<file path="config.mk">
export PLATFORM = sky130hd
export DESIGN_NAME = control_lectura_rtc
export DESIGN_NICKNAME = d
export VERILOG_FILES = /design/src/rtl/control_lectura_rtc.sv
export SDC_FILE = /design/constraint.sdc
export NUM_CORES = 1
export LEC_CHECK = 0
export CAP_MARGIN = 30
export CELL_PAD_IN_SITES_DETAIL_PLACEMENT = 0
export CELL_PAD_IN_SITES_GLOBAL_PLACEMENT = 1
export CORE_MARGIN = 2
export CORE_UTILIZATION = 45
export DETAILED_ROUTE_END_ITERATION = 6
export DONT_BUFFER_PORTS = 1
export PLACE_DENSITY_LB_ADDON = 0.25
export SLEW_MARGIN = 20
export SYNTH_ARGS = -nofsm -noshare
export SYNTH_HDL_FRONTEND = slang
export SYNTH_SLANG_ARGS = --single-unit
</file>
<file path="constraint.sdc">
create_clock -name clk -period 1.8 [get_ports clk]
set_input_delay 0.18 -clock clk [delete_from_list [all_inputs] [get_ports clk]]
set_output_delay 0.18 -clock clk [all_outputs]
set_load 0.01 [all_outputs]
</file>
<file path="src/rtl/control_lectura_rtc.sv">
// control_lectura_rtc: one register read from a multiplexed-AD RTC.
// The address phase strobes WR_n with the latched address on the bus, a
// turnaround gap follows, then the data phase strobes RD_n and captures
// ad_in. Every output is a flop.
module control_lectura_rtc #(
  parameter int unsigned T_SU  = 2,
  parameter int unsigned T_PW  = 4,
  parameter int unsigned T_H   = 2,
  parameter int unsigned T_GAP = 3
) (
  input  logic       clk,
  input  logic       reset,
  input  logic       Inicio_R,
  input  logic [7:0] Addr_R,
  input  logic [7:0] ad_in,
  output logic [7:0] ad_out,
  output logic       ad_oe,
  output logic       CS_n,
  output logic       AD_n,
  output logic       WR_n,
  output logic       RD_n,
  output logic [7:0] Data_R,
  output logic       Final_RD,
  output logic       busy
);

  typedef enum logic [3:0] {
    IDLE, A_SET, A_WR, A_HLD, GAP, D_SET, D_RD, D_HLD, DONE
  } state_t;

  localparam logic [3:0] SU_L  = 4'(T_SU - 1);
  localparam logic [3:0] PW_L  = 4'(T_PW - 1);
  localparam logic [3:0] H_L   = 4'(T_H - 1);
  localparam logic [3:0] GAP_L = 4'(T_GAP - 1);

  state_t     state_q, state_d;
  logic [3:0] cnt_q, cnt_d;
  logic [7:0] addr_q, addr_d;
  logic [7:0] data_q, data_d;
  logic [7:0] ad_out_q, ad_out_d;
  logic       ad_oe_q, ad_oe_d;
  logic       cs_n_q, cs_n_d;
  logic       ad_n_q, ad_n_d;
  logic       wr_n_q, wr_n_d;
  logic       rd_n_q, rd_n_d;
  logic       final_q, final_d;
  logic       busy_q, busy_d;

  // Next state, phase counter, address latch and read-data capture.
  always_comb begin
    state_d = state_q;
    cnt_d   = (cnt_q == '0) ? '0 : 4'(cnt_q - 4'd1);
    addr_d  = addr_q;
    data_d  = data_q;
    unique case (state_q)
      IDLE: begin
        cnt_d = '0;
        if (Inicio_R) begin
          state_d = A_SET;
          cnt_d   = SU_L;
          addr_d  = Addr_R;
        end
      end
      A_SET: if (cnt_q == '0) begin state_d = A_WR;  cnt_d = PW_L;  end
      A_WR:  if (cnt_q == '0) begin state_d = A_HLD; cnt_d = H_L;   end
      A_HLD: if (cnt_q == '0) begin state_d = GAP;   cnt_d = GAP_L; end
      GAP:   if (cnt_q == '0) begin state_d = D_SET; cnt_d = SU_L;  end
      D_SET: if (cnt_q == '0) begin state_d = D_RD;  cnt_d = PW_L;  end
      D_RD: begin
        if (cnt_q == '0) begin
          state_d = D_HLD;
          cnt_d   = H_L;
          data_d  = ad_in;
        end
      end
      D_HLD: if (cnt_q == '0) begin state_d = DONE; cnt_d = '0; end
      DONE: begin
        state_d = IDLE;
        cnt_d   = '0;
      end
      default: begin
        state_d = IDLE;
        cnt_d   = '0;
      end
    endcase
  end

  // Bus outputs decoded from the next state so they register alongside it.
  always_comb begin
    ad_out_d = '0;
    ad_oe_d  = 1'b0;
    cs_n_d   = 1'b1;
    ad_n_d   = 1'b1;
    wr_n_d   = 1'b1;
    rd_n_d   = 1'b1;
    final_d  = 1'b0;
    busy_d   = (state_d != IDLE);
    unique case (state_d)
      A_SET, A_WR, A_HLD: begin
        cs_n_d   = 1'b0;
        ad_n_d   = 1'b0;
        ad_oe_d  = 1'b1;
        ad_out_d = addr_d;
        wr_n_d   = (state_d != A_WR);
      end
      D_SET, D_HLD: cs_n_d = 1'b0;
      D_RD: begin
        cs_n_d = 1'b0;
        rd_n_d = 1'b0;
      end
      DONE:    final_d = 1'b1;
      default: ;
    endcase
  end

  // State and output registers, asynchronously cleared.
  always_ff @(posedge clk or negedge reset) begin
    if (!reset) begin
      state_q  <= IDLE;
      cnt_q    <= '0;
      addr_q   <= '0;
      data_q   <= '0;
      ad_out_q <= '0;
      ad_oe_q  <= 1'b0;
      cs_n_q   <= 1'b1;
      ad_n_q   <= 1'b1;
      wr_n_q   <= 1'b1;
      rd_n_q   <= 1'b1;
      final_q  <= 1'b0;
      busy_q   <= 1'b0;
    end else begin
      state_q  <= state_d;
      cnt_q    <= cnt_d;
      addr_q   <= addr_d;
      data_q   <= data_d;
      ad_out_q <= ad_out_d;
      ad_oe_q  <= ad_oe_d;
      cs_n_q   <= cs_n_d;
      ad_n_q   <= ad_n_d;
      wr_n_q   <= wr_n_d;
      rd_n_q   <= rd_n_d;
      final_q  <= final_d;
      busy_q   <= busy_d;
    end
  end

  assign ad_out   = ad_out_q;
  assign ad_oe    = ad_oe_q;
  assign CS_n     = cs_n_q;
  assign AD_n     = ad_n_q;
  assign WR_n     = wr_n_q;
  assign RD_n     = rd_n_q;
  assign Data_R   = data_q;
  assign Final_RD = final_q;
  assign busy     = busy_q;

endmodule

</file>
== After elaboration in Yosys (flattened, before gate mapping) ==
Index checks and enable logic that the tools add are counted.

* Add/sub/neg operators: 1
* Equal/unequal tests: 15
* Multiplexer cells: 24
* Reduce and logical (&&, ||, !) cells: 8

{| class="wikitable"
|+ Operators by type and width
! cell !! count
|-
| $mux 4 || 12
|-
| $pmux 4 s8 || 1
|-
| $eq 4x3->1 const B || 7
|-
| $mux 8 || 3
|-
| $pmux 4 s5 || 1
|-
| $eq 4x2->1 const B || 4
|-
| $eq 4x1->1 const B || 2
|-
| $logic_not 4->1 || 2
|-
| $mux 1 || 7
|-
| $reduce_or 3->1 || 2
|-
| $reduce_or 6->1 || 1
|-
| $eq 4x4->1 const B || 1
|-
| $ne 4x2->1 const B || 1
|-
| $reduce_bool 4->1 || 1
|-
| $sub 4x1->4 const B || 1
|-
| $reduce_and 2->1 || 1
|-
| $reduce_or 2->1 || 1
|}

* Register bits: 39
* Input bits: 19
* Word-level logic and storage cells: 60

== Logic depth before layout (Yosys ltp) ==
* Word-level depth: 6
* Mapped depth: 5
* Gate-level depth less buffers: 4

== Worst setup path before layout ==
Ideal clock, no wire load.

* Path kind: register to register
* Start point: register state_q[1]
* End point: register ad_out_q[0] (netlist: ad_out[0])
* Library setup time: 0.119 ns
* Data arrival time: 1.439 ns
* Required time: 1.681 ns
* Setup slack: 0.242 ns
* Stages on the path, launching flop included: 6
* Path buffers: 1
* Clock period less this slack: 1.558 ns
* Path through: dfrtp_1 > buf_2 > nor2_1 > nand3_1 > mux2_2 > nor2b_2

* Elaborated cells on any way between the ends: 23
* Classes of those cells: 10 x eq/ne; 11 x mux; 2 x reduce/logical

{| class="wikitable"
|+ RTL lines
! element !! RTL line !! text
|-
| start: declaration || 36 || <nowiki>state_t state_q, state_d;</nowiki>
|-
| start signal: assignment || 132 || <nowiki>state_q <= state_d;</nowiki>
|-
| $logic_not 4->1 || 55 || <nowiki>unique case (state_q)</nowiki>
|-
| $mux 8 || 55 ||
|-
| net addr_d[0] || 38 || <nowiki>logic [7:0] addr_q, addr_d;</nowiki>
|-
| $mux 8 || 98 || <nowiki>unique case (state_d)</nowiki>
|-
| net ad_out_d[0] || 40 || <nowiki>logic [7:0] ad_out_q, ad_out_d;</nowiki>
|-
| end signal: assignment || 136 || <nowiki>ad_out_q <= ad_out_d;</nowiki>
|-
| end: declaration || 40 ||
|}

The timed path passes the listed nets, and every way through them passes these cells.
A chain may end at the register's enable or synchronous reset.

== Worst setup path after layout ==
* Start point: register cnt_q[3]
* End point: register ad_out_q[6] (netlist: ad_out[6])

* Longest elaborated chain between the ends: 6
* Elaborated cells on any way between the ends: 14
* Classes of those cells: 3 x eq/ne; 9 x mux; 2 x reduce/logical

{| class="wikitable"
|+ Ends and longest elaborated chain
! element !! RTL line !! text
|-
| start: declaration || 37 || <nowiki>logic [3:0] cnt_q, cnt_d;</nowiki>
|-
| start signal: assignment || 133 || <nowiki>cnt_q <= cnt_d;</nowiki>
|-
| $logic_not 4->1 (*) || -- ||
|-
| $mux 4, or another cell as far along || 76 || <nowiki>D_HLD: if (cnt_q == '0) begin state_d = DONE; cnt_d = '0; end</nowiki>
|-
| $pmux 4 s8 (*) || 55 ||
|-
| $eq 4x1->1 or $eq 4x2->1 (tied branches) || 98 ||
|-
| $reduce_or 3->1 (*) || 98 ||
|-
| $mux 8 (*) || 98 ||
|-
| net ad_out_d[6] || 40 ||
|}

The timed path passes the listed nets; every way through them passes the cells marked *.

==> key figures <==
Run status
  • Run status: finished, final reports clean

Critical path
  • Data required time of the critical path: 2090 ps
  • Arr. time, crit path: 2000 ps
  • Worst path max stage delay: 530 ps
  • Reg2reg path depth: 6
  • Slowest library cell on the worst path: or4_1
  • CP cell instances: nor4_2, buf_4, and3_4, or4_1, buf_12, nor2b_2
  • Startpoint type of the worst setup path: flip-flop
  • Critical path depth: 6
  • CP Class: reg -> reg
  • Worst Setup End Kind: flip-flop
  • Worst path buffer plus inverter count: 2
  • Crit-path max FO: 10
  • Cell family with most CP delay: simple AND/OR/NAND/NOR gates

Yosys
  • Seq/Total Area, Yosys: 0.647
  • Largest family of logic cells by synthesized area: simple AND/OR/NAND/NOR gates
  • Mux share of post-synthesis cell area: 0.119
  • Synth unique cells: 27
  • Post-synthesis compound-gate area fraction: 0.0528
  • Syn Nets: 131
  • Synth Register Bits: 39
  • Main synth FF type: dfrtp_1
  • Asr flop ratio synth: 1.00
  • Post-Synthesis Cells: 112
  • Post-synthesis adder-cell area fraction: 0
  • EDFF count, synth: 0
  • Syn avg cell area: between 10 and 15 sq um
  • Simple-Gate Fraction of Synth Area: 0.145
  • Yosys warnings: 0
  • XOR/XNOR Fraction of Synth Area: 0.0116
  • Mapped Area: 1520 sq um

Power
  • Leak Pwr: 0.825 nW
  • Peak supply drop: between 0.8 and 0.9 mV
  • Total power draw: between 3 and 4 mW
  • PD cells: 1690 nW/um^2

Drt
  • Total wire length: around 2600 um
  • First-pass detailed-route iteration total: 3
  • Post-route DRC: 0
  • Via density: 4.98
  • DR vias: 927
  • Detail Route Antenna Nets: 0
  • DR WL/cell: approximately 14 um
  • Iter 0 DRT Violations: 38

Place
  • Input/output buffers: 0
  • Placed insts: 159
  • RD Place Congestion: around 0.84
  • Placed inst area: 1600 sq um
  • DP HPWL: approximately 1800 um

Flow run
  • Max Cap Viol: 0

Die
  • Initial Util: 0.461
  • DIE HEIGHT: slightly above 60 um
  • Die X: 62.0 um
  • Core area: 3280 sq um
  • Num rows: 21
  • I/O pin total: 42
  • Die area: a little under 4000 sq um

Timing
  • Tcrit/Tclk final: 0.953
  • FMAX: 583 MHz
  • Final setup viols: 0
  • Hold Violations, Final: 0
  • Worst-Margin Slew: 303 ps
  • Slew Limit Fails: 0
  • Slew HR: 0.798
  • Min Tclk post-route: 1720 ps
  • Clk_skew: 12.1 ps

Global route
  • Initial antenna violation count: 0
  • Global Route Usage Sum: 0.151
  • Global-route wire length before repair: 4030 um
  • Vias in the first global route: just under 900
  • Global route total overflow: 0
  • Largest net degree at the start of global routing: 40

Finish
  • Finished Core Util: 0.568
  • Non-Filler Instances: roughly 190
  • Diode count: 0
  • Final Cell Area: roughly 1900 sq um
  • Share of cells above drive strength 1: 0.343
  • FILL cells: 275
  • Most common cell after layout, fill and taps aside: dfrtp_1
  • Area Growth Syn to Fin: 23.0%
  • Post-layout nets: 158
  • Most frequent cells in the layout: 34 x dfrtp_1, 17 x dlygate4sd3_1, 16 x mux2_2, 8 x nor2b_2

Clock tree
  • CTS tree: yes
  • Clk slew on worst S/H paths: 120 ps
  • H-Tree Depth: 2
  • Clock tree sinks: 39
  • Clock Latency Late Sink: 340 ps
  • CTS buffer count: 5
  • Max Root-Sink Buffers: 2
  • CTS root buffer: clkbuf_4

Worst hold path
  • Worst Hold Depth: 2
  • Hold/Removal Path Class: in -> reg
[per-layer routing]
layer  part of all wire  up-vias  track usage
met5                  0        -            0
met4              0.015        0       0.0547
met3              0.079        5       0.0704
met2               0.52       32        0.244
met1               0.39      453        0.176
li1                   -      437            -
[worst register-to-register path, delay by kind of cell, from the launching register on]
family | cells | cell delay (ps)
DFF | 1 | 430
buffers and inverters | 2 | 330
and+or+nand+nor | 4 | 900
[per-stage QoR]
| step | hold slack (ps) | setup WS (ps) | setup TNS [ps] |
|---|---|---|---|
| floorplan | -116 | 242 | 0 |
| global placement | -115 | 155 | 0 |
| detailed placement | -114 | 101 | 0 |
| CTS | 57.6 | 73.4 | 0 |
| global route | 67.6 | -8.93 | -8.93 |
| finish | 83.8 | 84.7 | 0 |
[power breakdown]
part	internal [mW]	switching [mW]	total, mW
clock	0.156	0.296	0.452
combinational	0.587	0.501	1.09
sequential	1.27	0.336	1.61
[area by class of cell]
| cell class | instances | area, sq um | area share |
|---|---|---|---|
| Sequential cell | 39 | 982 | 0.527 |
| Clock inverter | 3 | 23.8 | 0.0128 |
| Timing Repair Buffer | 25 | 255 | 0.137 |
| Inverter | 3 | 11.3 | 0.00604 |
| Tap cell | 46 | 57.6 | 0.0309 |
| Multi-Input combinational cell | 65 | 497 | 0.266 |
| Clock buffer | 5 | 37.5 | 0.0201 |
[kinds of logic (layout without fill, tap and decap cells)]
kind of cell | count (synthesis) | count (layout)
multiplexers | 16 | 16
flip-flops | 39 | 39
AND/OR/NAND/NOR | 34 | 34
buffers and inverters | 8 | 36
XOR/XNOR | 2 | 2
AO/OA/AOI/OAI | 13 | 13
[state kept, by name, indices dropped and copies added, names as in the netlist]
name and flops:
AD_n 1, busy 1, ad_out 8, addr_q 8
WR_n 1, state_q 4, Final_RD 1, RD_n 1
ad_oe 1, Data_R 8, CS_n 1, cnt_q 4
[Yosys cell counts, types with 2 or more instances]
master	number	area, sq um
dfrtp_1	35	876
mux2_2	16	180
nor2b_2	8	70.1
nand2_1	7	26.3
nor2_1	7	26.3
a21oi_1	4	20.0
dfstp_2	4	105
buf_2	3	15.0
inv_1	3	11.3
nor3_1	3	15.0
o21ai_0	3	15.0
and4_1	2	17.5
o31ai_1	2	15.0
or4_1	2	15.0
[final timing paths]
| kind | startpoint | end | slack [ps] |
|---|---|---|---|
| setup / recovery | cnt_q[3] | ad_out[6] | 80 |
| hold / removal | Inicio_R | busy | 80 |
| setup reg to reg | cnt_q[3] | ad_out[6] | 80 |
| hold reg to reg | addr_q[6] | addr_q[6] | 500 |
| max in group asynchronous | reset | WR_n | 1280 |
| min in group asynchronous | reset | state_q[3] | 270 |
[repair_timing]
| item | in CTS | in global routing |
|---|---|---|
| endpoints found under the hold margin | 55 | 0 |
| hold buffers | 18 | 0 |
| resized for setup | 0 | 1 |
| setup endpoints to repair | 0 | 6 |
| setup buffers | 0 | 1 |
(Power assumes the default switching activity.)
